`src/rtl/morse_symbol_module.sv`:
```
// Morse letter generator: while Start_Sig is held, plays CODE[LEN-1:0] (MSB first, 1=dash)
// on Pin_Out, then a 3-unit tail gap and a single-cycle Done_Sig pulse.
module morse_symbol_module #(
    parameter int unsigned T_UNIT = 2_000_000,
    parameter int unsigned LEN    = 3,
    parameter logic [5:0]  CODE   = 6'b000000
) (
    input  logic CLK,
    input  logic RSTn,
    input  logic Start_Sig,
    output logic Pin_Out,
    output logic Done_Sig
);

    typedef enum logic [2:0] {
        StIdle,
        StOn,
        StGap,
        StTail,
        StDone,
        StWaitLow
    } state_e;

    localparam logic [23:0] TickLast  = 24'(T_UNIT - 1);
    localparam logic [2:0]  IdxFirst  = (LEN > 0) ? 3'(LEN - 1) : 3'd0;
    localparam logic [7:0]  CodePad   = {2'b00, CODE};
    localparam bit          HasElems  = (LEN > 0);

    state_e      r_state;
    logic [23:0] r_tick;
    logic [1:0]  r_units;
    logic [2:0]  r_idx;
    logic        r_pin;
    logic        r_done;

    logic        w_unit_end;
    logic [1:0]  w_units_next;
    logic [1:0]  w_elem_units;

    assign w_unit_end   = (r_tick == TickLast);
    assign w_units_next = r_units + 2'd1;
    assign w_elem_units = CodePad[r_idx] ? 2'd3 : 2'd1;

    assign Pin_Out  = r_pin;
    assign Done_Sig = r_done;

    always_ff @(posedge CLK or negedge RSTn) begin
        if (!RSTn) begin
            r_state <= StIdle;
            r_tick  <= '0;
            r_units <= '0;
            r_idx   <= '0;
            r_pin   <= 1'b0;
            r_done  <= 1'b0;
        end else begin
            unique case (r_state)
                StIdle: begin
                    if (Start_Sig) begin
                        r_tick  <= '0;
                        r_units <= '0;
                        r_idx   <= IdxFirst;
                        if (HasElems) begin
                            r_pin   <= 1'b1;
                            r_state <= StOn;
                        end else begin
                            r_state <= StTail;
                        end
                    end
                end
                StOn, StGap, StTail: begin
                    // Dropping the request aborts the letter silently.
                    if (!Start_Sig) begin
                        r_pin   <= 1'b0;
                        r_tick  <= '0;
                        r_units <= '0;
                        r_idx   <= '0;
                        r_state <= StIdle;
                    end else begin
                        r_tick <= w_unit_end ? 24'd0 : r_tick + 24'd1;
                        if (w_unit_end) begin
                            if (r_state == StOn) begin
                                if (w_units_next == w_elem_units) begin
                                    r_units <= '0;
                                    r_pin   <= 1'b0;
                                    r_state <= (r_idx == 3'd0) ? StTail : StGap;
                                end else begin
                                    r_units <= w_units_next;
                                end
                            end else if (r_state == StGap) begin
                                r_units <= '0;
                                r_idx   <= r_idx - 3'd1;
                                r_pin   <= 1'b1;
                                r_state <= StOn;
                            end else begin
                                if (w_units_next == 2'd3) begin
                                    r_units <= '0;
                                    r_done  <= 1'b1;
                                    r_state <= StDone;
                                end else begin
                                    r_units <= w_units_next;
                                end
                            end
                        end
                    end
                end
                StDone: begin
                    r_done  <= 1'b0;
                    r_state <= StWaitLow;
                end
                StWaitLow: begin
                    // Sequencer still holds start in the cycle it sees done; wait for release.
                    if (!Start_Sig) begin
                        r_state <= StIdle;
                    end
                end
                default: r_state <= StIdle;
            endcase
        end
    end

endmodule
```
`config.mk`:
```
export PLATFORM = sky130hd
export DESIGN_NAME = morse_symbol_module
export DESIGN_NICKNAME = d
export VERILOG_FILES = /design/src/rtl/morse_symbol_module.sv
export SDC_FILE = /design/constraint.sdc
export NUM_CORES = 1
export LEC_CHECK = 0
export CAP_MARGIN = 10
export CELL_PAD_IN_SITES_DETAIL_PLACEMENT = 2
export CELL_PAD_IN_SITES_GLOBAL_PLACEMENT = 2
export CORE_MARGIN = 10
export CORE_UTILIZATION = 44
export CTS_BUF_LIST = sky130_fd_sc_hd__clkbuf_8
export DETAILED_ROUTE_END_ITERATION = 8
export PLACE_DENSITY = 0.83
export REMOVE_ABC_BUFFERS = 1
export SLEW_MARGIN = 20
export SYNTH_ARGS = -nofsm -noshare
export SYNTH_HDL_FRONTEND = slang
export SYNTH_SLANG_ARGS = --single-unit
```
`constraint.sdc`:
```
create_clock -name CLK -period 2.9 [get_ports CLK]
set_input_delay 0.58 -clock CLK [delete_from_list [all_inputs] [get_ports CLK]]
set_output_delay 0.58 -clock CLK [all_outputs]
set_load 0.02 [all_outputs]
```
Word-level counts from Yosys, hierarchy flattened
Memory sizes are Yosys's and may differ from the RTL's. Cells that the tools add are included.

Bits in registers: 34. ROM bits: 8. Logic and storage cells: 86. Memories: 1.

Memories: (no name shown) (words 8, width 1, read ports 1, clocked after Yosys merged registers in 0, wr ports 0, line 42) `assign w_elem_units = CodePad[r_idx] ? 2'd3 : 2'd1;`.

Add/sub/neg operators: 3. Order comparisons: 1. Equal/unequal tests: 21. Mux-type cells: 43. Reductions and logical operators: 11.

Operator list (number): $mux W24 (3); $pmux W24 S2 (1); $mux W3 (13); $add A24 B1 Y24 const B (1); $eq A24 B21 Y1 const B (1); $mux W2 (8); $reduce_and A5 Y1 (3); $ne A2 B2 Y1 const B (7); $mux W1 (13); $pmux W3 S4 (1); $ne A3 B3 Y1 const B (3); $ne A4 B4 Y1 const B (2); $eq A3 B2 Y1 const B (2); $eq A3 B3 Y1 const B (2); $logic_not A3 Y1 (2); $pmux W3 S2 (1); $reduce_and A6 Y1 (1); $ne A5 B5 Y1 const B (1); $lt A3 B4 Y1 const B (1); $pmux W1 S2 (2); $pmux W2 S2 (1); $reduce_bool A2 Y1 (2); $eq A3 B1 Y1 const B (1); $reduce_and A3 Y1 (1); 6 further kinds (6).

Longest topological paths before layout
Depth in word-level cells: 9. Gate-level depth with buffers: 7. Mapped depth without buffers: 7.

Worst setup path before layout
OpenSTA, ideal clock, no wires.

Kind: input-to-reg. Start: input Start_Sig. End: register r_tick[15]. Arrival time: 1.743 ns. Data required time: 2.779 ns. Setup slack: 1.036 ns. Stages: 6. Path through: nor3_2 or4b_1 buf_4 nor4_2 xnor2_1 nor2_1.

Word-level cells in the longest chain between the ends: 2. Elaborated cells on any way between the ends: 4. Those cells by class: eq/ne (1); mux (2); reduce/logical (1).

Ends and longest elaborated chain: start, declared (line 10) `input logic Start_Sig,`; $mux W24 / $ne A2 B2 Y1 (equally long branches); $pmux W24 S2 / $reduce_and A2 Y1 (equally long branches); end signal, assigned (line 79) `r_tick <= w_unit_end ? 24'd0 : r_tick + 24'd1;`; end, declared (line 30) `logic [23:0] r_tick;`.

Several ways; a longest one is shown, not always the timed one. A chain may end at the register's enable or synchronous reset.

Final worst setup path
Start: input Start_Sig. End: register r_tick[21].

Same word-level chain as after synthesis.

==> impl_results.md <==
* Fin. max-slew vios at 0
* Cell Area, Synth at 0.002068 mm²
* Post-synth EDFFs at 0
* Iter 0 DRT Violations at 109
* Most frequent cell after synthesis: dfrtp_1
* # hold bufs at CTS at 0
* Post-CTS Setup Inserts at 0
* Worst slack at placement at 0.1995 ns
* Final period utilization at 85.21%
* Core Region at 0.004444 mm²
* Post-Synthesis Mean Instance Area at between 9 and 10 µm²
* CTS tree: done
* TritonCTS Buffers at 5
* Ports at 5
* Placed Area at roughly 0.0022 mm²
* Sink Count at 34
* Synth top area cells: dfrtp_1 41%, nor2_1 5.1%, ha_1 4.8%, xnor2_1 4.2%, nand2_1 4.0%
* Worst hold path class: flip-flop to flip-flop
* Vias in the first global route at approximately 1900
* First-pass GRT wire length at 10.41 mm
* Depth of the CTS H-tree at 2
* Post-synthesis cell type count at 45
* #FFs+latches synth at 34
* Max VDD drop at 253.3 µV
* Vias at 1754
* Yosys warnings at 0
* Post-synth top area share at 41.14%
* CP max stage delay at between 0.8 and 0.9 ns
* Arrival time worst endpoint at 2.64 ns
* GP Congestion at 0.8429
* Post-detail-place hpwl at between 4 and 5 mm
* GRT Util Overall at about 17%
* CP Max Fanout at 10
* Status: complete, no violations
* Die height at a little under 90 µm
* Maximum clock frequency at 0.4047 GHz
* Synthesis-to-layout area growth at 9.861%
* Clock root buffer: clkbuf_8
* Post-synthesis sequential area ratio at 41.14%
* Die ar. at 0.007843 mm²
* Critical path buffers and inverters at 1
* Share of layout cells above drive strength 1 at 10.55%
* Total congestion overflow at 0
* Row count at 24
* Post-DRT Antenna Nets at 0
* Async SR Flop Fraction at 100.0%
* Crit Path Class: primary input to flip-flop
* Port bufs at 4
* Ant diodes at 0
* Die Wd at 88.56 µm
* Primary FF master, synth: dfrtp_1
* Final WS setup at 0.4288 ns
* CP max-delay cell: or4b_1
* # setup viols final at 0
* Worst skew pair latency at 0.28 ns
* Slew of the pin with the lowest slew margin at 0.6572 ns
* Worst Path Required at just over 3 ns
* Unrepaired setup endpoints after global routing: false
* CP Launch Type: primary input
* PD cells at 404.9 mW/mm²
* Worst setup EP type: flip-flop
* Final instance area at 0.002272 mm²
* Cells after Synth at roughly 230
* Relative slew slack at 55.78%
* Final wirelength at 6.101 mm
* TNS Setup at 0 ns
* Commonest cells post-synth: 34 x dfrtp_1, 28 x nor2_1, 22 x nand2_1
* Wire length per cell at about 21 µm
* PostCTS Resize Cnt at 0
* Initial antenna violation count at 0
* CP delay by family, top: simple AND/OR/NAND/NOR gates
* Largest net degree at the start of global routing at 35
* Clk pin slew, worst setup/hold paths at 0.07 ns
* Starting density of the core at 46.54%
* Layout net count at 247
* Pre-antenna DRT Iters at 4
* Critical-path cell list: clkdlybuf4s50_1 > nor3_2 > or4b_1 > nor3_1 > xnor2_1 > nor2_1
* # DRC at 0
* Clock tree buffer depth at 2
* Final Hold Violating Endpoints at 0
* Maxcap violations at 0
* Clock skew at 0.008254 ns
* Area leader, netlist: dfrtp_1
* Static leakage at 0.9885 nW
* Vias/cell at just over 6
* Final min period at 2.471 ns
[where the power goes]
part / internal, W / switching (W)
Combinational: 0.0000239 / 0.0000466
Clock: 0.000188 / 0.000174
Sequential: 0.000480 / 0.00000711
[layer usage]
metal	part of all wire, %	vias to the layer above	track usage [%]	routed length, µm
met4	1.1	0	4.993	65
met3	2.6	7	3.676	159
met5	0	-	0	0
met1	49	894	23.69	2962
li1	-	828	-	-
met2	48	25	26.66	2914
[worst min-delay path, cell delays in order, from the launching register on]
cell,delay (ns)
dfrtp_1,0.38
inv_1,0.06
a22oi_1,0.06
[area by class of cell]
| class | count | area [µm²] |
|---|---|---|
| fillers | 485 | 2172 |
| well taps | 52 | 65.06 |
| inverters | 9 | 33.78 |
| multi-input cells | 174 | 1131 |
| clock buffers | 6 | 82.58 |
| flip-flops and latches | 34 | 850.8 |
| repair buffers | 12 | 100.1 |
| clock inverters | 2 | 8.758 |
[through the flow]
stage | hold slack [ns] | cells | util (%) | power, W
2_1_floorplan | 0.2844 | 217 | - | 0.0005273
3_3_place_gp | 0.5137 | 281 | 49.07 | 0.0005608
3_5_place_dp | 0.5223 | 281 | 49.07 | 0.0005672
4_1_cts | 0.5396 | 289 | 51.13 | 0.0009370
5_1_grt | 0.5717 | 289 | 51.13 | 0.0009671
6_report | 0.5345 | 289 | 51.13 | 0.0009201
[registers in the layout, summed over array words and instances, names as in the netlist]
signal    cells
r_tick       24
r_units       2
r_state       3
r_idx         3
Pin_Out       1
Done_Sig      1
[placed cells by master, fill, tap and decap left out, types with 2 or more instances in the layout]
cell              n
a21o_1            3
a21oi_1          10
and2_1            3
and3_1            5
and4_1            2
buf_4             8
clkbuf_8          6
clkdlybuf4s50_1   4
dfrtp_1          34
ha_1              8
inv_1            10
mux2_2            3
nand2_1          22
nand3_1           8
nand4_1           7
nor2_1           28
nor2b_1           2
nor3_1           11
nor3_2            2
nor4_1            3
nor4_2            2
nor4_4            2
nor4b_1           3
o21ai_0           9
o21ai_1           4
or4_1             3
xnor2_1          10
xor2_1            7
[cells by family (layout without fill, tap and decap cells)]
family	count (synthesis)	in the layout	share of synthesized area (%)
buffers and inverters	20	29	4.174
XOR/XNOR	17	17	7.199
multiplexers	4	4	2.117
adder cells (fa/ha/maj)	8	8	4.840
flip-flops	34	34	41.14
AND/OR/NAND/NOR	109	109	29.70
AO/OA/AOI/OAI	36	36	10.83
[worst paths after layout]
| check | startpoint | endpoint | slack [ns] | depth (start not counted) |
|---|---|---|---|---|
| setup / recovery | Start_Sig | r_tick[21] | 0.43 | 6 |
| hold / removal | Done_Sig | Done_Sig | 0.53 | 2 |
| setup reg to reg | r_tick[0] | r_tick[17] | 0.56 | 8 |
| hold reg to reg | Done_Sig | Done_Sig | 0.53 | 2 |
| max in group asynchronous | RSTn | r_tick[9] | 1.83 | 2 |
| min in group asynchronous | RSTn | r_tick[21] | 0.73 | 2 |
Note: power is estimated with default switching activity, not from simulation.
==> variant 1, RTL diff (same settings) <==
The 6 states of `state_e` get a Gray code encoding in 3 bits.
--- a/src/rtl/morse_symbol_module.sv
+++ b/src/rtl/morse_symbol_module.sv
@@ -15,8 +15,8 @@
     typedef enum logic [2:0] {
-        StIdle,
-        StOn,
-        StGap,
-        StTail,
-        StDone,
-        StWaitLow
+        StIdle    = 3'b000,
+        StOn      = 3'b001,
+        StGap     = 3'b011,
+        StTail    = 3'b010,
+        StDone    = 3'b110,
+        StWaitLow = 3'b111
     } state_e;
Formal check against the unedited RTL: no difference found for any inputs over 10 cycles, from zero or initial values and one cycle with RSTn low; not proved beyond that.
==> variant 1 against the original RTL <==
- total power grew 4.2%
- sequential cell count unchanged
- die area increased by 2.6%
- cell area is 3.2% higher
- wire length is 7.2% higher
- worst setup slack better by 0.078 ns
- synthesized area grew 3.3%
- count of clock-buffer cells in the layout did not move
- first-iteration DRC count shrank 34%
- maximum frequency is 3.2% higher
- clock power hardly changed
- largest power group unchanged
==> variant 1: results (changes against the original RTL) <==
| Metric | Value |
|---|---|
| Status | `finished, final reports clean` |
| Reg2reg end | `r_tick[9]$_DFFE_PN0P_` |
| # placed instances | `307 (+9.3%)` |
| Synth unique cells | `54 (+20%)` |
| CP Launch Point | `r_tick[0]$_DFFE_PN0P_` |
| Metal2 WL | `3422 µm (+17%)` |
| Fin cells | `315 (+9.0%)` |
| Clock skew | `0.005772 ns (-0.002482 ns)` |
| Total Wirelength | `6538 µm (+7.2%)` |
| M1 WL | `2850 µm (-3.8%)` |
| Fillers | `524 (+8.0%)` |
| Routability cong. | `0.8623 (+2.3%)` |
| Dpl ws | `0.4331 ns (+0.2336 ns)` |
| Cells after Synth | `241 (+5.7%)` |
| Relative slew slack | `69.88% (+14 points)` |
| Worst vdd ir | `235.8 µV (-6.9%)` |
| Reg2Reg Depth | `7 (-1)` |
| Critical Path Fanout Max | `11 (+1)` |
| Met3 Use GR | `3.069% (-0.61 points)` |
| Compound-Gate Fraction of Synth Area | `23.24% (+12 points)` |
| Final instance area | `2345 µm² (+3.2%)` |
| Synth Area in Adders | `4.684% (-0.16 points)` |
| XOR/XNOR Fraction of Synth Area | `1.230% (-6.0 points)` |
| Vias in the first global route | `2172 (+13%)` |
| WP data arrival | `2.57 ns (-0.07 ns)` |
| Static leakage | `0.9989 nW (+1.0%)` |
| Layout cells sized above 1 | `14.11% (+3.6 points)` |
| Reg2Reg Setup Slack | `0.51 ns (-0.05 ns)` |
| Top post-synthesis cells by area | `dfrtp_1 (40%), a31oi_1 (4.7%), ha_1 (4.7%)` |
| Hold Path Depth | `1 (-1)` |
| GR Layer Usage met2 | `32.59% (+5.9 points)` |
## variant 1: changes by cell type in the layout (fill, tap and decap cells not counted), sizes merged, moves of 5 or more
| cell | change |
|---|---|
| a21oi | +7 |
| a31oi | +15 |
| nand3 | +7 |
| nor2 | -20 |
| xnor2 | -9 |
| xor2 | -5 |
## variant 1: worst max-delay path by stage
stage                             endpoint  cells past startpoint
CTS                  r_tick[9]$_DFFE_PN0P_                      7
detailed placement  r_tick[17]$_DFFE_PN0P_                      6
floorplan           r_tick[13]$_DFFE_PN0P_                      6
global route         r_tick[9]$_DFFE_PN0P_                      7
global placement    r_tick[17]$_DFFE_PN0P_                      6
finish               r_tick[9]$_DFFE_PN0P_                      7
## variant 1: logic make-up after synthesis
logic type                 Yosys count
buffers and inverters               27
muxes                                1
DFF                                 34
adders and majority gates            8
AOI/OAI and AO/OA                   75
and+or+nand+nor                     93
xor gates and xnor gates             3
## variant 1: power breakdown
group	internal, W	leakage [nW]	total, W	switching, W
Clock	0.000188	0.0524	0.000363	0.000175
Combinational	0.0000359	0.480	0.000104	0.0000677
Sequential	0.000482	0.467	0.000492	0.0000101
Total	0.000706	0.999	0.000959	0.000253
## variant 1: layout make-up
type / instances / area share, %
repair buffers: 13 / 4.589
well taps: 67 / 3.575
multi-input cells: 180 / 49.57
inverters: 13 / 2.081
flip-flops and latches: 34 / 36.29
clock inverters: 2 / 0.3735
clock buffers: 6 / 3.522
## variant 1: worst max-delay path: stages, from the launching register on
cell and delay (ns):
dfrtp_1 0.45, ha_1 0.25, nand3_1 0.26, or4_4 0.65
o21ai_2 0.17, buf_4 0.21, o21ai_2 0.08, a21bo_1 0.20
==> variant 2, RTL diff (same flow settings) <==
Without the edit above. Change the parameter `T_UNIT` from 2_000_000 to 1_000_000.
--- a/src/rtl/morse_symbol_module.sv
+++ b/src/rtl/morse_symbol_module.sv
@@ -3,3 +3,3 @@
 module morse_symbol_module #(
-    parameter int unsigned T_UNIT = 2_000_000,
+    parameter int unsigned T_UNIT = 1_000_000,
     parameter int unsigned LEN    = 3,
Behaviour: same outputs for any inputs over 10 cycles, from zero or initial values and one cycle with RSTn low; that may be too few to reach the edited logic, so the function may still have changed.
==> variant 2 against the original RTL <==
- die area up 0.33%
- sequential cell count unchanged
- synthesized area up 0.42%
- critical path depth unchanged
- worst setup slack better by 0.047 ns
- wire length down 1.6%
- critical path type is now flip-flop to flip-flop
- cell area down 0.44%
- maximum frequency up 2.0%
Power is not compared: it rests on default switching activity, and its combinational part moved more than twofold at a synthesized area within 25%.
==> variant 2: results (changes against the original RTL) <==
| Metric | Value |
|---|---|
| Status | `finished, final reports clean` |
| Top post-synthesis cells by area | `dfrtp_1 (41%), ha_1 (4.8%), xor2_1 (4.6%)` |
| Crit path setup slack, layout | `0.4761 ns (+0.04730 ns)` |
| Dpl cell area | `2171 µm² (-0.46%)` |
| Sequential portion of the cell area | `37.61% (+0.17 points)` |
| Reg2Reg Setup Slack | `0.48 ns (-0.08 ns)` |
| Routability cong. | `0.8219 (-2.5%)` |
| Multi-input combinational area share | `50.22% (+0.44 points)` |
| Multi-input combinational cell count | `172 (-1.1%)` |
| Iteration-0 DRC Markers | `127 (+17%)` |
| Non-clk buf share | `3.761% (-0.64 points)` |
| Commonest cells in the netlist | `dfrtp_1 (34), nor2_1 (24), nand2_1 (19), nand3_1 (13)` |
| XOR/XNOR Fraction of Synth Area | `5.060% (-2.1 points)` |
| Clock Latency Late Sink | `0.30 ns (+0.02 ns)` |
| Relative slew slack | `44.92% (-11 points)` |
| Fin cells | `285 (-1.4%)` |
| Tot GR Track Use | `16.79% (-0.47 points)` |
| Detail-routed via count per cell | `6.137 (+1.1%)` |
| Metal3 WL | `156 µm (-1.9%)` |
| Per-cell routed wire length | `21.06 µm (-0.26%)` |
| Hold Path Depth | `1 (-1)` |
| M1 WL | `2912 µm (-1.7%)` |
| Slowest-stage cell, CP | `or3_4` |
| Clock network area share | `4.038% (+0.018 points)` |
| Syn Area/Cell | `9.231 µm² (+1.8%)` |
| Multi-input logic area | `1136 µm² (+0.44%)` |
| Synth unique cells | `46 (+2.2%)` |
| Met3 Use GR | `3.401% (-0.28 points)` |
| Clock skew | `0.009580 ns (+0.001326 ns)` |
| Compound-Gate Fraction of Synth Area | `14.94% (+4.1 points)` |
| Vias in the first global route | `1923 (-0.10%)` |
| Mux cell area share after synthesis | `2.048% (-0.069 points)` |
-- variant 2: cell count changes after synthesis, moves of 4 or more --
cell,before,now
nor2_1,28,24
a21oi_1,10,6
nand4_1,7,11
nand3_1,8,13
xor2_1,7,11
o21ai_0,9,5
xnor2_1,10,1
a31oi_1,1,10
or3_1,0,6
nor3_1,11,4
o21ai_1,4,0
-- variant 2: final timing paths --
| check | to | from |
|---|---|---|
| hold reg to reg | r_tick[2]$_DFFE_PN0P_ | r_tick[2]$_DFFE_PN0P_ |
| hold / removal | r_tick[2]$_DFFE_PN0P_ | r_tick[2]$_DFFE_PN0P_ |
| setup / recovery | r_units[1]$_DFFE_PN0P_ | r_tick[0]$_DFFE_PN0P_ |
| max in group asynchronous | r_tick[12]$_DFFE_PN0P_ | RSTn |
| setup reg to reg | r_units[1]$_DFFE_PN0P_ | r_tick[0]$_DFFE_PN0P_ |
| min in group asynchronous | r_state[1]$_DFFE_PN0P_ | RSTn |
